### config.mk
export PLATFORM = sky130hd
export DESIGN_NAME = booth_mul_arbiter
export DESIGN_NICKNAME = d
export VERILOG_FILES = /design/src/rtl/booth_mul_arbiter.sv
export SDC_FILE = /design/constraint.sdc
export NUM_CORES = 1
export LEC_CHECK = 0
export CAP_MARGIN = 20
export CORE_AREA = 2 2 184 186
export DETAILED_ROUTE_END_ITERATION = 8
export DIE_AREA = 0 0 186 188
export PLACE_DENSITY = 0.54
export SETUP_SLACK_MARGIN = 0.3
export SLEW_MARGIN = 20
export SYNTH_ARGS = -nofsm -noshare
export SYNTH_HDL_FRONTEND = slang
export SYNTH_SLANG_ARGS = --single-unit
### constraint.sdc
create_clock -name clk -period 2.47 [get_ports clk]
set_clock_uncertainty 0.1 [all_clocks]
set_input_delay 0.3705 -clock clk [delete_from_list [all_inputs] [get_ports clk]]
set_output_delay 0.3705 -clock clk [all_outputs]
set_load 0.02 [all_outputs]
### src/rtl/booth_mul_arbiter.sv
// booth_mul_arbiter: round-robin sharing of one external combinational Booth
// multiplier among NREQ requesters, with one operation in flight at a time.
module booth_mul_arbiter #(
    parameter int NREQ  = 4,
    parameter int WIDTH = 32,
    parameter int IDW   = 2
) (
    input  logic                  clk,
    input  logic                  rst_n,
    input  logic [NREQ-1:0]       req_valid,
    output logic [NREQ-1:0]       req_ready,
    input  logic [NREQ*WIDTH-1:0] req_a,
    input  logic [NREQ*WIDTH-1:0] req_b,
    output logic [NREQ-1:0]       rsp_valid,
    input  logic [NREQ-1:0]       rsp_ready,
    output logic [2*WIDTH-1:0]    rsp_p,
    output logic [IDW-1:0]        rsp_id,
    output logic [WIDTH-1:0]      mul_a,
    output logic [WIDTH-1:0]      mul_b,
    input  logic [2*WIDTH-1:0]    mul_p,
    output logic                  busy,
    output logic [1:0]            dbg_state
);
    // Handshakes: a transfer on index i happens at a rising edge where valid[i] and
    // ready[i] are both high. rsp_valid, once raised, holds with rsp_p/rsp_id until
    // that edge; a requester may withdraw req_valid at any time before its grant.

    typedef enum logic [1:0] {
        IDLE = 2'd0,
        CALC = 2'd1,
        RESP = 2'd2
    } state_t;

    state_t         state;
    logic [IDW-1:0] rr_ptr;
    logic [IDW-1:0] grant_idx;
    logic           grant_found;

    function automatic logic [IDW-1:0] wrap_add(input logic [IDW-1:0] base, input int off);
        int sum;
        sum = int'(base) + off;
        if (sum >= NREQ) sum = sum - NREQ;
        return IDW'(sum);
    endfunction

    // Grant is a pure function of state, rr_ptr and req_valid; data inputs never
    // influence ready, so requesters can build valid without a combinational loop.
    always_comb begin
        grant_idx   = '0;
        grant_found = 1'b0;
        if (state == IDLE) begin
            for (int i = 0; i < NREQ; i++) begin
                if (!grant_found && req_valid[wrap_add(rr_ptr, i)]) begin
                    grant_found = 1'b1;
                    grant_idx   = wrap_add(rr_ptr, i);
                end
            end
        end
    end

    always_comb begin
        req_ready = '0;
        if (grant_found) req_ready[grant_idx] = 1'b1;
    end

    always_ff @(posedge clk or negedge rst_n) begin
        if (!rst_n) begin
            state     <= IDLE;
            rr_ptr    <= '0;
            mul_a     <= '0;
            mul_b     <= '0;
            rsp_p     <= '0;
            rsp_id    <= '0;
            rsp_valid <= '0;
        end else begin
            case (state)
                IDLE: begin
                    if (grant_found) begin
                        mul_a  <= req_a[grant_idx*WIDTH +: WIDTH];
                        mul_b  <= req_b[grant_idx*WIDTH +: WIDTH];
                        rsp_id <= grant_idx;
                        state  <= CALC;
                    end
                end
                CALC: begin
                    // mul_p has had a full cycle to settle from the operand registers.
                    rsp_p     <= mul_p;
                    rsp_valid <= NREQ'(1) << rsp_id;
                    state     <= RESP;
                end
                RESP: begin
                    if (rsp_ready[rsp_id]) begin
                        rsp_valid <= '0;
                        rr_ptr    <= wrap_add(rsp_id, 1);
                        state     <= IDLE;
                    end
                end
                default: state <= IDLE;
            endcase
        end
    end

    assign busy      = (state != IDLE);
    assign dbg_state = state;

endmodule
# Word level (Yosys, flattened, before mapping)
# Cells that the tools add are included.
[word_totals] regBits=138 latchBits=0 ram_bits=0 romBits=0 input_bits=330 out_inout_bits=141 word_cells=89 n_memories=0
[classes] addsub=9 n_mul=0 div_mod_pow=0 magnitude_cmp=12 eq_ne=4 shifts=3 muxes=40 bitwise_logic=0 n_reduce_logical=14
[op_table] operator="variable part select 128 x 8 -> 32 bit" n=2
[op_table] operator="2-to-1 mux 2 bit" n=16
[op_table] operator="< comparator 2 x 3 -> 1 bit, second input constant" n=6
[op_table] operator="2-to-1 mux 1 bit" n=14
[op_table] operator="greater-or-equal comparator 3 bit, second input constant" n=4
[op_table] operator="binary-select mux 1 bit (select 2 bit)" n=5
[op_table] operator="subtractor 2 x 1 -> 2 bit, second input constant" n=5
[op_table] operator="2-to-1 mux 4 bit" n=2
[op_table] operator="one-hot mux 4 bit (2 select lines)" n=1
[op_table] operator="AND reduction 2 bit" n=4
[op_table] operator="adder 2 x 1 -> 3 bit, second input constant" n=2
[op_table] operator="adder 2 x 2 -> 3 bit, second input constant" n=2
[op_table] operator="one-hot mux 2 bit (3 select lines)" n=1
[op_table] operator="logical AND 1 bit" n=4
[op_table] operator="inequality test 2 bit, second input constant" n=2
[op_table] operator="nonzero test 2 bit" n=2
[op_table] operator="<< shifter 1 x 2 -> 4 bit, first input constant" n=1
[op_table] operator="greater-or-equal comparator 2 x 3 -> 1 bit, second input constant" n=1
[op_table] operator="zero test 1 bit" n=3
[op_table] operator="demux 1 bit (select 2 bit)" n=1
[op_table] operator="== test 2 x 1 -> 1 bit, second input constant" n=1
[op_table] operator="== test 2 bit, second input constant" n=1
[op_table] operator="greater-or-equal comparator 2 x 1 -> 1 bit, second input constant" n=1
[op_table] operator="zero test 2 bit" n=1

# Logic depth before layout (Yosys ltp)
[depth] depth_word=24 depth_mapped=8 depth_no_buf=6

# Least setup slack after synthesis
# Ideal clock, no wire load.
[synth_path] path_type="register to output" startpoint="register state[1] (netlist: dbg_state[1])" endpoint="output req_ready[0]" arrival_time_ns=1.647 setup_slack_ns=0.352 path_stages_with_launch=8 path_buffers=1 cell_sequence="dfrtp_1 -> nor2_1 -> inv_1 -> a21o_1 -> inv_1 -> nand2b_1 -> clkbuf_1 -> nor2_1"
[synth_between] elab_chain_cells=7
[synth_lines] item="start, declared" line="34" rtl="state_t state;"
[synth_lines] item="start signal, assigned" line="68" rtl="state <= IDLE;"
[synth_lines] item="start signal, assigned" line="82" rtl="state <= CALC;"
[synth_lines] item="start signal, assigned" line="89" rtl="state <= RESP;"
[synth_lines] item="zero test 2 bit (*)" line="51" rtl="if (state == IDLE) begin"
[synth_lines] item="2-to-1 mux 2 bit" line="51"
[synth_lines] item="< comparator 2 x 3 -> 1 bit (not written as such) / greater-or-equal comparator 2 x 1 -> 1 bit (equally long branches)" line="63" rtl="if (grant_found) req_ready[grant_idx] = 1'b1;"
[synth_lines] item="logical AND 1 bit (not written as such)" line="63"
[synth_lines] item="2-to-1 mux 1 bit (not written as such)" line="63"
[synth_lines] item="demux 1 bit (select 2 bit)" line="63"
[synth_lines] item="2-to-1 mux 4 bit (*)" line="63"
[synth_lines] item="end, declared" line="11" rtl="output logic [NREQ-1:0] req_ready,"
# Every way passes the cells marked *; elsewhere a longest branch is shown, timed or not.

# Worst setup path after layout
[layout_path] startpoint="register rr_ptr[0]" endpoint="output req_ready[1]"
[layout_between] elab_chain_cells=24
[layout_lines] item="start, declared" line="35" rtl="logic [IDW-1:0] rr_ptr;"
[layout_lines] item="start signal, assigned" line="94" rtl="rr_ptr <= wrap_add(rsp_id, 1);"
[layout_lines] item="greater-or-equal comparator 2 x 3 -> 1 bit / subtractor 2 x 1 -> 2 bit (equally long branches)" line="42" rtl="if (sum >= NREQ) sum = sum - NREQ;"
[layout_lines] item="2-to-1 mux 2 bit" line="42"
[layout_lines] item="2-to-1 mux 2 bit" line="51"
[layout_lines] item="binary-select mux 1 bit (select 2 bit)" line="53" rtl="if (!grant_found && req_valid[wrap_add(rr_ptr, i)]) begin"
[layout_lines] item="2-to-1 mux 1 bit (not written as such)" line="53"
[layout_lines] item="2-to-1 mux 1 bit" line="53"
[layout_lines] item="2-to-1 mux 1 bit" line="51"
[layout_lines] item="zero test 1 bit" line="53"
[layout_lines] item="[8 not listed]"
[layout_lines] item="logical AND 1 bit" line="53"
[layout_lines] item="2-to-1 mux 2 bit" line="53"
[layout_lines] item="2-to-1 mux 2 bit" line="51"
[layout_lines] item="< comparator 2 x 3 -> 1 bit (not written as such) / greater-or-equal comparator 2 x 1 -> 1 bit (equally long branches)" line="63"
[layout_lines] item="logical AND 1 bit (not written as such)" line="63"
[layout_lines] item="2-to-1 mux 1 bit (not written as such)" line="63"
[layout_lines] item="demux 1 bit (select 2 bit)" line="63"
[layout_lines] item="2-to-1 mux 4 bit (*)" line="63"
# Every way passes the cells marked *; elsewhere a longest branch is shown, timed or not. The select of a mux whose other input is x is not followed.

==> metrics.yaml <==
synth_seq_area_share: 0.502
die-area_um2: 35000
p_leak_nw: 5.84
dr.pass1.iters: 4
synth_edf_count: 0
max_cap_viol_count: 0
cts_buffer_depth: 2
rsz0062_at_grt: "yes"
clk_latency_ns: 0.43
place_area_um2: 12300
avgRoutedWirePerCell_um: 19.8
grt_pass1_wl_mm: 42.0
setup_ws_ns: 0.291
timing.rr.end: "mul_b[17]$_DFFE_PN0P_"
grt_max_degree: 65
root_buffer: "clkbuf_16"
ant_nets: 0
clkTransAtPathRegs_ns: 0.07
io_pins: 471
finalWirelength_mm: 29.8
synth_cell_types: 31
initial_utilization: 0.208
critPathLaunchType: "flop"
yosysTopAreaCellShare: 0.502
n_antenna_cell: 0
die_h_um: 188
crit_arrival_ns: 1.71
overflow: 0
max_slew.worst_pin.slew_ns: 0.819
grt_pass1_vias: 6915
synth_nets: 887
path_class: "flop to primary output"
synth_area_per_cell_um2: 12.4
numCtsBuffers: 17
yosysWarningCount: 0
ys_ff_latch: 138
routabilityCongestion: 0.794
slew_violations: 0
critical_path_peak_fanout: 5
synth_most_common_cell: "dfrtp_1"
syn_inst: 553
worstReg2RegStart: "rr_ptr[1]$_DFFE_PN0P_"
synth_ff_type: "dfrtp_1"
vdd_drop_max_uv: 616
antenna_found_initial: 0
hp-class: "input pin to async pin"
slew_headroom: 0.454
ys_top_cells_by_count: "dfrtp_1, mux2i_1, nand2_1"
final_layout_size_suffix_gt1_frac: 0.161
p_per_area_nw_per_um2: 1220
drcViolationCount: 0
startpoint: "rr_ptr[0]$_DFFE_PN0P_"
fin_area_um2: 13200
htreeDepth: 4
final_nets: 1380
track_usage: 0.162
worstPathRequired_ns: 2.00
syn2layout_area_growth_pct: 91.7
outcome: "complete, no violations"
post_drt_via_cell_ratio: 4.37
async_reset_ff_frac: 1.00
final.period_utilization: 0.882
cts_tree: "yes"
critPathCaptureType: "primary output"
placed_cells: 1462
hpwlAfterDp_mm: 21.9
hold_viol: 0
num_vias: 6584
fill_cells: 3215
layout.cells.non_filler: 1507
cts_sinks: 138
fmax_mhz: 459
numPortBuffers: 470
pre_cts_slack_ns: -0.303
setup_violations: 0
worstRegToRegCells: 8
core_um2: 33100
fin_crit_ns: 2.18
synth.area.top_cells: "dfrtp_1, mux2i_1, mux2_2"
synth_top_cell_by_area: "dfrtp_1"
rows: 67
netlist_area_um2: 6870
die_x_um: 186
drtIter0Drc: 249
reg2reg_slack_ns: 0.34
timing repair:
| item | 4_1_cts | 5_1_grt |
|---|---|---|
| pin swaps | 3 | 9 |
| endpoints found under the hold margin | 34 | 0 |
| endpoints found under the setup margin | 62 | 66 |
| gates resized for setup | 31 | 24 |
| cloned | 0 | 5 |
| buffers inserted | 1 | 6 |
| hold buffers | 1 | 0 |
metrics by stage:
stage | hold WS, ns | setup TNS (ns) | power, mW | utilization
finish | 0.308 | 0 | 16.1 | 0.398
global route | 0.328 | 0 | 17.0 | 0.398
floorplan | -0.0251 | 0 | 8.76 | -
detailed placement | 0.208 | -14.47 | 13.1 | 0.371
global placement | 0.207 | -10.65 | 13.1 | 0.371
CTS | 0.298 | 0 | 16.0 | 0.390
critical path: stages, from the launching register on:
cell	delay (ns)
dfrtp_2	0.43
nor2b_4	0.06
buf_6	0.12
a21oi_2	0.12
o21ai_2	0.08
a21o_1	0.21
nor2_2	0.13
buf_6	0.12
routing by layer:
layer	global-route usage	vias up	share of wire
met4	0.0539	0	0.016
met1	0.190	3269	0.41
li1	-	3059	-
met5	0	-	0
met3	0.0373	27	0.056
met2	0.289	229	0.52
where the power goes:
part | internal [mW] | switching [mW]
Combinational | 4.69 | 4.60
Sequential | 3.43 | 0.621
Clock | 1.62 | 1.10
how the worst max path moves through the flow:
stage | end | depth (start not counted) | slack, ns
after CTS | mul_b[17]$_DFFE_PN0P_ | 8 | 0.26
after global routing | req_ready[1] | 7 | 0.19
after global placement | req_ready[2] | 8 | -0.28
after detailed placement | req_ready[2] | 8 | -0.30
final | req_ready[1] | 7 | 0.29
after floorplan | req_ready[0] | 7 | 0.35
cell families after synthesis:
| kind of cell | share of synthesized area |
|---|---|
| AO/OA/AOI/OAI | 0.104 |
| adder cells (fa/ha/maj) | 0.00728 |
| buffers and inverters | 0.0377 |
| flip-flops | 0.502 |
| multiplexers | 0.295 |
| AND/OR/NAND/NOR | 0.0537 |
flip-flops by register name, summed over array words and instances, names as in the netlist:
signal     count
rsp_valid      4
dbg_state      2
rr_ptr         2
rsp_p         64
mul_b         32
rsp_id         2
mul_a         32
layout make-up:
class | instances | area, um^2 | area share
inverter | 6 | 22.5 | 0.00171
clock buffer | 19 | 443 | 0.0336
clock inverter | 13 | 166 | 0.0126
sequential | 138 | 3450 | 0.262
timing repair buffer | 516 | 5280 | 0.401
tap | 448 | 561 | 0.0425
multi-input combinational | 367 | 3250 | 0.247
cells in the final DEF (no fill, tap or decap), types with 2 or more instances in the layout:
cell	count
a21o_1	2
a22o_1	4
buf_12	9
buf_4	27
buf_6	9
bufinv_16	3
clkbuf_16	21
clkdlybuf4s50_1	460
clkinv_2	2
clkinv_4	2
clkinvlp_4	3
dfrtp_1	137
dlygate4sd2_1	2
dlymetal6s2s_1	3
ha_1	4
inv_1	5
inv_6	3
mux2_2	65
mux2i_1	122
mux2i_2	4
nand2_1	67
nand2b_1	2
nor2_1	4
nor2_2	4
nor2_4	2
nor2b_4	2
o21ai_0	3
o221ai_1	63
No activity file was read; power rests on OpenSTA's default activity.
